==> src/rtl/vga_sync_gen.sv <==
`default_nettype none
//------------------------------------------------------------------------------
// Module   : vga_sync_gen
// Brief    : VGA raster counters and sync/blank timing, advanced by a pixel strobe.
// Revision : 1.0 - initial release
//------------------------------------------------------------------------------
module vga_sync_gen #(
    parameter int unsigned H_VISIBLE = 640,
    parameter int unsigned H_FRONT   = 16,
    parameter int unsigned H_SYNC    = 96,
    parameter int unsigned H_BACK    = 48,
    parameter int unsigned V_VISIBLE = 480,
    parameter int unsigned V_FRONT   = 10,
    parameter int unsigned V_SYNC    = 2,
    parameter int unsigned V_BACK    = 33,
    parameter bit          SYNC_POL  = 1'b0
) (
    input  logic       clk,
    input  logic       reset,
    input  logic       pix_en,
    output logic       hsync,
    output logic       vsync,
    output logic       video_on,
    output logic [9:0] pixel_x,
    output logic [9:0] pixel_y,
    output logic       line_tick,
    output logic       frame_tick
);

    localparam logic [9:0] C_H_TOTAL  = 10'(H_VISIBLE + H_FRONT + H_SYNC + H_BACK);
    localparam logic [9:0] C_V_TOTAL  = 10'(V_VISIBLE + V_FRONT + V_SYNC + V_BACK);
    localparam logic [9:0] C_H_LAST   = C_H_TOTAL - 10'd1;
    localparam logic [9:0] C_V_LAST   = C_V_TOTAL - 10'd1;
    localparam logic [9:0] C_H_VIS    = 10'(H_VISIBLE);
    localparam logic [9:0] C_V_VIS    = 10'(V_VISIBLE);
    localparam logic [9:0] C_HS_START = 10'(H_VISIBLE + H_FRONT);
    localparam logic [9:0] C_HS_END   = 10'(H_VISIBLE + H_FRONT + H_SYNC - 1);
    localparam logic [9:0] C_VS_START = 10'(V_VISIBLE + V_FRONT);
    localparam logic [9:0] C_VS_END   = 10'(V_VISIBLE + V_FRONT + V_SYNC - 1);

    logic [9:0] r_x;
    logic [9:0] r_y;
    logic       r_hsync;
    logic       r_vsync;
    logic       r_video_on;
    logic       r_line_tick;
    logic       r_frame_tick;

    logic       w_x_wrap;
    logic       w_y_wrap;
    logic [9:0] w_x_next;
    logic [9:0] w_y_next;
    logic       w_hs_active;
    logic       w_vs_active;
    logic       w_visible;

    always_comb begin
        w_x_wrap = (r_x == C_H_LAST);
        w_y_wrap = (r_y == C_V_LAST);
        w_x_next = w_x_wrap ? 10'd0 : r_x + 10'd1;
        if (w_x_wrap) begin
            w_y_next = w_y_wrap ? 10'd0 : r_y + 10'd1;
        end else begin
            w_y_next = r_y;
        end
        // Decode the upcoming position so the registered strobes line up with the counters.
        w_hs_active = (w_x_next >= C_HS_START) && (w_x_next <= C_HS_END);
        w_vs_active = (w_y_next >= C_VS_START) && (w_y_next <= C_VS_END);
        w_visible   = (w_x_next < C_H_VIS) && (w_y_next < C_V_VIS);
    end

    always_ff @(posedge clk) begin
        if (reset) begin
            r_x          <= 10'd0;
            r_y          <= 10'd0;
            r_hsync      <= ~SYNC_POL;
            r_vsync      <= ~SYNC_POL;
            r_video_on   <= 1'b0;
            r_line_tick  <= 1'b0;
            r_frame_tick <= 1'b0;
        end else if (pix_en) begin
            r_x          <= w_x_next;
            r_y          <= w_y_next;
            r_hsync      <= w_hs_active ? SYNC_POL : ~SYNC_POL;
            r_vsync      <= w_vs_active ? SYNC_POL : ~SYNC_POL;
            r_video_on   <= w_visible;
            r_line_tick  <= w_x_wrap;
            r_frame_tick <= w_x_wrap && w_y_wrap;
        end else begin
            // Ticks are single-clock pulses; everything else holds between strobes.
            r_line_tick  <= 1'b0;
            r_frame_tick <= 1'b0;
        end
    end

    assign pixel_x    = r_x;
    assign pixel_y    = r_y;
    assign hsync      = r_hsync;
    assign vsync      = r_vsync;
    assign video_on   = r_video_on;
    assign line_tick  = r_line_tick;
    assign frame_tick = r_frame_tick;

endmodule
`default_nettype wire
==> config.mk <==
export PLATFORM = sky130hd
export DESIGN_NAME = vga_sync_gen
export DESIGN_NICKNAME = d
export VERILOG_FILES = /design/src/rtl/vga_sync_gen.sv
export SDC_FILE = /design/constraint.sdc
export NUM_CORES = 1
export LEC_CHECK = 0
export BUFFER_PORTS_ARGS = -buffer_cell sky130_fd_sc_hd__buf_4
export CAP_MARGIN = 20
export CORE_UTILIZATION = 45
export CTS_CLUSTER_DIAMETER = 100
export DETAILED_ROUTE_END_ITERATION = 10
export GPL_ROUTABILITY_DRIVEN = 0
export MAX_ROUTING_LAYER = met4
export PLACE_DENSITY = 0.68
export RECOVER_POWER = 25
export SETUP_SLACK_MARGIN = 0.3
export SYNTH_ARGS = -nofsm -noshare
export SYNTH_HDL_FRONTEND = slang
export SYNTH_SLANG_ARGS = --single-unit
==> constraint.sdc <==
create_clock -name clk -period 1.76 [get_ports clk]
set_input_delay 0.088 -clock clk [delete_from_list [all_inputs] [get_ports clk]]
set_output_delay 0.088 -clock clk [all_outputs]
set_load 0.01 [all_outputs]
==> results by group, run 1 <==
Status
  • Status: complete, no violations

Floorplan
  • Die width: 61.78 µm
  • Core area: 3390 µm²
  • # IOs: 28
  • DIE HEIGHT: 61.78 µm
  • Row cnt: 21
  • Initial core utilization: 0.4743
  • Die area: 3816 µm²

Layout
  • Finished Core Util: 0.6788
  • Layout Cells excl Fill: 298
  • Ant diodes: 0
  • Area grow syn2layout: 43.11%
  • NumNets Final: 260
  • Commonest non-fill, non-tap cell in the layout: buf_4
  • Layout cells sized above 1: 0.4167
  • Most frequent cells in the layout: buf_4, nor2_1, dfxtp_1

Placement
  • Post-detail-place hpwl: 2.996 mm
  • Dpl cells: 279
  • Port bufs: 27

Timing
  • Final setup viols: 0
  • Slew @ Worst Pin: 0.3581 ns
  • Slew Viols, Final: 0
  • Final Skew: 0.01775 ns
  • Max-slew headroom: 0.7610
  • Final hold vios: 0
  • Final min period: 1.725 ns
  • RSZ-0062 raised after global routing: yes
  • Max Clk Rate: 0.5796 GHz
  • Part of the cycle the worst path needs: 0.9803

Global routing
  • First-pass GRT wire length: 6.900 mm
  • Total GRT Usage: 0.2529
  • Largest net degree at the start of global routing: 27
  • Initial antenna violation count: 0
  • Grt total ovfl: 0
  • Vias in the first global route: 1563

Hold path
  • Hold WC Path Type: in2reg
  • Worst hold path startpoint: pix_en

Routing
  • Vias/cell: 5.792
  • WL final: 4.620 mm
  • Drt drc: 0
  • DRT met1 WL: 1.876 mm
  • WL/cell: 15.50 µm
  • DRT iter0 DRCs: 108
  • Final ANT Viol Nets: 0
  • Vias: 1726
  • Metal2 WL: 2.442 mm
  • WL met3: 153 µm
  • TritonRoute pass-1 iters: 4
  • Top Layer Used: met4

Power
  • Power Total: 0.0009249 W
  • Pwr Density: 402.0 nW/µm²
  • LEAKAGE: 0.9294 nW
  • Maximum vdd drop: 0.2849 mV

Worst setup path
  • CP Launch Type: flip-flop
  • CP bufs+invs: 0
  • Worst path max stage delay: 0.53 ns
  • R2r startpoint: pixel_x[1]
  • Reg2Reg Setup Slack: 0.03 ns
  • Crit path launch: pixel_x[1]
  • CP max FO: 4
  • Worst path required time: 2.01 ns
  • FF-to-FF path depth: 6
  • Setup crit end kind: flip-flop
  • CP max stage cell: or4_4
  • Worst-path cell chain: ha_4 > nand4_1 > or4_4 > o211ai_1 > a41oi_2 > o21bai_1
  • WP depth: 6
  • Crit Path Class: reg2reg
  • Crit path DAT: 1.98 ns
  • RR Endpoint: hsync
  • Critical path endpoint: hsync
  • Critical path's top delay family: simple AND/OR/NAND/NOR gates

Synth
  • Synth Warn #: 0
  • Post-synthesis cell type count: 56
  • Syn_area_per_cell: 7.881 µm²
  • Multiplexer share of the synthesized area: 0.01323
  • Synth Area in Compound Gates: 0.1992
  • Post-synth EDFFs: 0
  • Ys async rst share: 0
  • Ys flop type: dfxtp_1
  • Synth Instances: 204
  • Mapped cell area: 1608 µm²
  • Post-Synth Simple-Gate Area: 0.3113
  • Post-Synth XOR/XNOR Area: 0.06537
  • Area share of fa/ha/maj cells after synthesis: 0.03113
  • Post-synthesis sequential area ratio: 0.3113
  • Syn Nets: 211
  • Largest family of logic cells by synthesized area: simple AND/OR/NAND/NOR gates
  • Yosys reg bits: 25

CTS
  • Root buf cell: clkbuf_4
  • CTS Hold Bufs: 0
  • CTS tree: done
  • H-tree depth: 1
  • Clk buf depth: 2
  • Clock sinks: 25
  • Clk pin slew, worst setup/hold paths: 0.16 ns
  • CTS buffer count: 3
  • Worst-Skew Late Latency: 0.34 ns

Job
  • Total of max-cap violations: 0
cell type report:
class                      instances  area [µm²]
timing repair buffer              60       485.5
clock inverter                     1       5.005
inverter                           6       25.02
tap                               46       57.56
multi-input combinational        157        1181
clock buffer                       3       22.52
fill                             288        1089
sequential                        25       524.3
per-layer routing:
layer	global-route usage	vias up
met5	-	-
met1	0.2804	837
met4	0.1016	0
li1	-	827
met2	0.4578	46
met3	0.03106	16
worst min path at each step:
stage	endpoint	slack (ns)	depth (start not counted)
after floorplan	frame_tick	0.39	0
after global placement	pixel_x[1]	0.43	2
after detailed placement	pixel_x[1]	0.43	2
after CTS	pixel_x[1]	0.08	2
after global routing	pixel_x[1]	0.1	2
final	pixel_x[1]	0.09	2
cell usage after synthesis (all sizes together) (3+ instances only):
cell | count | area (µm²)
buf | 9 | 56.30
o21ai | 12 | 60.06
xnor2 | 6 | 52.55
and2 | 3 | 18.77
and3 | 4 | 30.03
clkbuf | 8 | 31.28
nor2 | 28 | 105.1
xor2 | 6 | 52.55
nand2 | 16 | 60.06
a21oi | 15 | 78.83
nand4 | 5 | 37.53
ha | 4 | 50.05
nor3 | 8 | 40.04
a31oi | 4 | 25.02
dfxtp | 25 | 500.5
inv | 6 | 22.52
nand3 | 7 | 40.04
cells by family (layout without fill, tap and decap cells):
kind of cell | after synthesis | count (layout)
fa+ha+maj | 4 | 4
xor+xnor | 12 | 12
compound gates | 50 | 50
flops | 25 | 25
buf+inv | 23 | 70
simple gates | 88 | 89
mux | 2 | 2
sequential cells by signal (all words and copies together), names as in the netlist:
name	count
line_tick	1
pixel_y	10
video_on	1
pixel_x	10
vsync	1
frame_tick	1
hsync	1
worst register-to-register path, stage by stage, from the launching register on:
cell and delay, ns:
dfxtp_4 0.39, ha_4 0.14, nand4_1 0.17, or4_4 0.53
o211ai_1 0.13, a41oi_2 0.13, o21bai_1 0.16
through the flow:
stage	hold WS (ns)	instance area, µm²	setup TNS [ns]	setup WS (ns)
finish	0.09047	2301	0	0.03465
global route	0.09849	2301	-0.008242	-0.008242
CTS	0.07720	2181	0	0.1079
detailed placement	0.4328	2017	-0.03814	-0.03814
global placement	0.4295	2017	0	0.06667
floorplan	0.3920	1734	0	0.08364
power by group:
| group | internal [W] | leakage (nW) | total (W) | switching [W] |
|---|---|---|---|---|
| logic | 0.0000322 | 0.704 | 0.0000756 | 0.0000433 |
| clock network | 0.0000854 | 0.0177 | 0.000276 | 0.000190 |
| registers | 0.000567 | 0.208 | 0.000574 | 0.00000654 |
| total | 0.000685 | 0.929 | 0.000925 | 0.000240 |
timing repair:
action,in CTS,in global routing
setup buffers,10,4
pin swaps,10,14
gates resized for setup,17,28
cloned,1,0
endpoints found under the setup margin,18,19
(Power assumes the default switching activity.)
==> run 2, diff against run 1 <==
--- a/config.mk
+++ b/config.mk
@@ -14,6 +14,7 @@
 export MAX_ROUTING_LAYER = met4
 export PLACE_DENSITY = 0.68
 export RECOVER_POWER = 25
+export REMOVE_ABC_BUFFERS = 1
 export SETUP_SLACK_MARGIN = 0.3
 export SYNTH_ARGS = -nofsm -noshare
 export SYNTH_HDL_FRONTEND = slang
==> run 2 against run 1 <==
  * Design area down 1.7%
  * Die area unchanged
  * Power up 1.5%
==> results by group, run 2 (same netlist as run 1, synthesis figures left out) <==
CTS
  • Clk pin slew, worst setup/hold paths: 0.16 ns
  • Root buf cell: clkbuf_4
  • Clock sinks: 25
  • H-tree depth: 1
  • CTS tree: done
  • Worst-Skew Late Latency: 0.34 ns
  • CTS buffer count: 3
  • Clk buf depth: 2
  • CTS Hold Bufs: 0

Worst setup path
  • CP max stage cell: dfxtp_1
  • Critical path's top delay family: simple AND/OR/NAND/NOR gates
  • CP bufs+invs: 2
  • CP max FO: 8
  • Crit Path Class: reg2reg
  • CP Launch Type: flip-flop
  • Worst path required time: 1.98 ns
  • Worst path max stage delay: 0.39 ns
  • Worst-path cell chain: nor4b_4 > buf_4 > nand4_4 > buf_6 > o21ai_0 > a21oi_1
  • Crit path DAT: 1.89 ns
  • Setup crit end kind: flip-flop

Layout
  • Fillers: 281
  • Commonest non-fill, non-tap cell in the layout: buf_4
  • NumNets Final: 263
  • Most frequent cells in the layout: buf_4, nor2_1, dfxtp_1
  • Layout cells sized above 1: 0.4118
  • Area grow syn2layout: 40.62%
  • Ant diodes: 0
  • Final Instance Area: 2261 µm²

Timing
  • Final Skew: 0.01658 ns
  • Hold slack: 0.09114 ns
  • RSZ-0062 raised after global routing: yes
  • Part of the cycle the worst path needs: 0.9492
  • Final hold vios: 0
  • Slew @ Worst Pin: 0.3351 ns
  • Slew Viols, Final: 0
  • Final min period: 1.671 ns
  • Final setup viols: 0
  • Max-slew headroom: 0.7764
  • Max Clk Rate: 0.5986 GHz

Routing
  • Drt drc: 0
  • WL final: 4.431 mm
  • Vias: 1705
  • Final ANT Viol Nets: 0
  • Vias/cell: 5.664
  • DRT iter0 DRCs: 104
  • TritonRoute pass-1 iters: 4
  • WL/cell: 14.72 µm

Floorplan
  • Die width: 61.78 µm
  • # IOs: 28
  • Row cnt: 21
  • Initial core utilization: 0.4743
  • DIE HEIGHT: 61.78 µm
  • Die area: 3816 µm²
  • Core area: 3390 µm²

Global routing
  • Vias in the first global route: 1566
  • Grt total ovfl: 0
  • First-pass GRT wire length: 6.637 mm
  • Total GRT Usage: 0.2422
  • Largest net degree at the start of global routing: 27
  • Initial antenna violation count: 0

Power
  • Maximum vdd drop: 0.3579 mV
  • LEAKAGE: 0.9099 nW
  • Pwr Density: 415.3 nW/µm²

Placement
  • Post-detail-place hpwl: 3.036 mm
  • Port bufs: 27
  • Cell Area, Placed: 2013 µm²

Status
  • Status: complete, no violations

Hold path
  • Hold WC Path Type: in2reg

Job
  • Total of max-cap violations: 0
run 2: worst paths after layout:
path,start,end,slack [ns],depth (start not counted)
worst max register to register,pixel_x[7],pixel_y[2],0.09,6
worst min register to register,video_on,video_on,0.49,1
worst min-delay path,reset,pixel_x[8],0.09,2
worst max-delay path,pixel_x[7],pixel_y[2],0.09,6
run 2: layout make-up:
class                      instances  area, µm²  area share
multi-input combinational        156       1156      0.5113
sequential                        25      516.7      0.2286
timing repair buffer              64      480.5      0.2125
tap                               46      57.56     0.02546
clock buffer                       3      22.52    0.009961
inverter                           6      22.52    0.009961
clock inverter                     1      5.005    0.002214
run 2: metal layers:
metal  wire (µm)  vias to the layer above  part of all wire  global-route usage
met3         169                        4             0.038             0.03313
met2        2319                       44              0.52              0.4117
li1            -                      837                 -                   -
met1        1912                      820              0.43              0.2777
met4          28                        0            0.0063              0.1238
met5           0                        -                 0                   -
run 2: timing repair:
action / in CTS / in global routing
endpoints found under the setup margin: 20 / 21
setup buffers: 5 / 1
pin swaps: 24 / 10
resized for setup: 48 / 16
run 2: through the flow:
stage | power [W] | worst slack (ns) | std cells | utilization | TNS [ns]
2_1_floorplan | 0.0006129 | -0.1761 | 187 | - | -0.8143
3_3_place_gp | 0.0006513 | 0.02998 | 291 | 0.5939 | 0
3_5_place_dp | 0.0006525 | -0.07962 | 291 | 0.5939 | -0.07962
4_1_cts | 0.0009277 | 0.1222 | 300 | 0.6585 | 0
5_1_grt | 0.0009725 | 0.03762 | 301 | 0.6670 | 0
6_report | 0.0009390 | 0.08935 | 301 | 0.6670 | 0
run 2: power breakdown:
part / total, W / switching [W] / internal, W
sequential: 0.000575 / 0.00000616 / 0.000569
clock: 0.000281 / 0.000196 / 0.0000855
combinational: 0.0000829 / 0.0000477 / 0.0000352
total: 0.000939 / 0.000250 / 0.000689
==> run 3, diff against run 2 <==
--- a/config.mk
+++ b/config.mk
@@ -13,7 +13,7 @@
 export GPL_ROUTABILITY_DRIVEN = 0
 export MAX_ROUTING_LAYER = met4
 export PLACE_DENSITY = 0.68
-export RECOVER_POWER = 25
+export RECOVER_POWER = 50
 export REMOVE_ABC_BUFFERS = 1
 export SETUP_SLACK_MARGIN = 0.3
 export SYNTH_ARGS = -nofsm -noshare
==> run 3 against run 2 <==
  * Sequential power about the same
  * Hold slack worse by 0.017 ns
  * First-iteration DRC count down 8.7%
  * Critical path depth down 1
  * Maximum frequency down 1.1%
  * Combinational power about the same
  * Highest routed layer unchanged
==> results by group, run 3 (same netlist as run 1, synthesis figures left out) <==
Power
  • Maximum vdd drop: 0.3585 mV
  • Comb power frac: 0.087
  • Power Total: 0.0009475 W
  • LEAKAGE: 0.8824 nW
  • Seq pwr share: 0.608
  • Internal: 0.0006910 W
  • Switching pwr: 0.0002566 W
  • Clock network power share: 0.304
  • Pwr Density: 424.5 nW/µm²
  • Sw Share: 0.2708

CTS
  • CTS tree: done
  • Clock sinks: 25
  • Clk pin slew, worst setup/hold paths: 0.17 ns
  • Root buf cell: clkbuf_4
  • Worst-Skew Late Latency: 0.35 ns
  • Clk buf depth: 2
  • CTS Hold Bufs: 0
  • H-tree depth: 1
  • CTS buffer count: 3

Layout
  • Layout Cells excl Fill: 301
  • Commonest non-fill, non-tap cell in the layout: buf_4
  • NumNets Final: 263
  • Most frequent cells in the layout: buf_4, nor2_1, dfxtp_1
  • Ant diodes: 0
  • Final Instance Area: 2232 µm²
  • Layout cells sized above 1: 0.3765
  • Area grow syn2layout: 38.83%

Timing
  • Slew Viols, Final: 0
  • Final min period: 1.689 ns
  • Final setup viols: 0
  • Fin Setup TNS: 0 ns
  • Max-slew headroom: 0.7731
  • Max Clk Rate: 0.5920 GHz
  • Slew @ Worst Pin: 0.3399 ns
  • Final hold vios: 0
  • Final Skew: 0.02318 ns
  • RSZ-0062 raised after global routing: yes
  • Part of the cycle the worst path needs: 0.9598

Routing
  • Drt drc: 0
  • WL/cell: 14.58 µm
  • TritonRoute pass-1 iters: 4
  • Final ANT Viol Nets: 0
  • WL final: 4.389 mm
  • Vias/cell: 5.645
  • Metal2 WL: 2.284 mm
  • Vias: 1699
  • DRT met1 WL: 1.894 mm
  • WL met3: 166 µm
  • DRT iter0 DRCs: 95
  • Top Layer Used: met4

Global routing
  • Largest net degree at the start of global routing: 27
  • First-pass GRT wire length: 6.637 mm
  • Grt total ovfl: 0
  • Initial antenna violation count: 0
  • Total GRT Usage: 0.2422
  • Vias in the first global route: 1566

Worst setup path
  • CP bufs+invs: 0
  • Critical path's top delay family: flip-flops
  • Worst-path cell chain: nand2_2 > nor4_4 > mux2_4 > a41oi_1 > o21bai_1
  • FF-to-FF path depth: 5
  • Setup crit end kind: flip-flop
  • RR Endpoint: hsync
  • Critical path endpoint: hsync
  • CP max stage cell: dfxtp_1
  • Worst path max stage delay: 0.50 ns
  • Reg2Reg Setup Slack: 0.07 ns
  • Crit path DAT: 1.96 ns
  • WP depth: 5
  • Crit Path Class: reg2reg
  • R2r startpoint: pixel_x[6]
  • CP max FO: 5
  • Worst path required time: 2.03 ns
  • Crit path launch: pixel_x[6]
  • CP Launch Type: flip-flop

Status
  • Status: complete, no violations

Floorplan
  • Row cnt: 21
  • Initial core utilization: 0.4743
  • # IOs: 28
  • Die area: 3816 µm²
  • Die width: 61.78 µm
  • DIE HEIGHT: 61.78 µm
  • Core area: 3390 µm²

Hold path
  • Hold WC Path Type: in2reg

Placement
  • Dpl cells: 291
  • Post-detail-place hpwl: 3.036 mm
  • Cell Area, Placed: 2013 µm²
  • Port bufs: 27

Job
  • Total of max-cap violations: 0
[run 3: changes by cell type in the layout (fill, tap and decap cells not counted), sizes merged]
cell / before / now
clkbuf: 9 / 15
buf: 58 / 52
[run 3: what timing repair did]
item	4_1_cts	5_1_grt
pin swaps	24	10
resized for setup	48	16
endpoints found under the setup margin	20	21
cloned	0	0
setup buffers	5	1
[run 3: per-layer routing]
layer / vias up / global-route usage
met4: 0 / 0.1238
met2: 48 / 0.4117
met3: 6 / 0.03313
met1: 812 / 0.2777
met5: - / -
li1: 833 / -
[run 3: worst reg2reg max path: cells and delay by family (launching register included)]
kind / cells / cell delay [ns]
and+or+nand+nor: 2 / 0.46
muxes: 1 / 0.35
AOI/OAI and AO/OA: 2 / 0.31
DFF: 1 / 0.50
[run 3: worst min-delay path by stage]
stage | cells after the start | start | end | slack [ns]
after detailed placement | 2 | pix_en | pixel_x[1] | 0.45
after CTS | 2 | pix_en | pixel_x[1] | 0.09
after floorplan | 1 | reset | pixel_x[5] | 0.16
final | 2 | reset | pixel_y[4] | 0.07
after global routing | 2 | reset | pixel_x[3] | 0.1
after global placement | 2 | pix_en | pixel_x[1] | 0.45
[run 3: power by group through the flow]
| stage | registers [W] | logic [W] | clock network [W] |
|---|---|---|---|
| finish | 0.000577 | 0.0000826 | 0.000288 |
| global route | 0.000577 | 0.0000885 | 0.000308 |
| CTS | 0.000574 | 0.0000719 | 0.000282 |
| detailed placement | 0.000588 | 0.0000648 | 0 |
| global placement | 0.000587 | 0.0000640 | 0 |
| floorplan | 0.000594 | 0.0000189 | 0 |
[run 3: cell type report]
class                      count  area (µm²)
tap                           46       57.56
clock inverter                 1       5.005
clock buffer                   3       22.52
multi-input combinational    156        1156
sequential                    25       510.5
fill                         287        1157
timing repair buffer          64       457.9
inverter                       6       22.52
[run 3: metrics by stage]
step	utilization	setup slack [ns]	hold WS (ns)
floorplan	-	-0.1761	0.1571
global placement	0.5939	0.02998	0.4504
detailed placement	0.5939	-0.07962	0.4526
CTS	0.6585	0.1222	0.09054
global route	0.6585	0.02823	0.09698
finish	0.6585	0.07073	0.07430
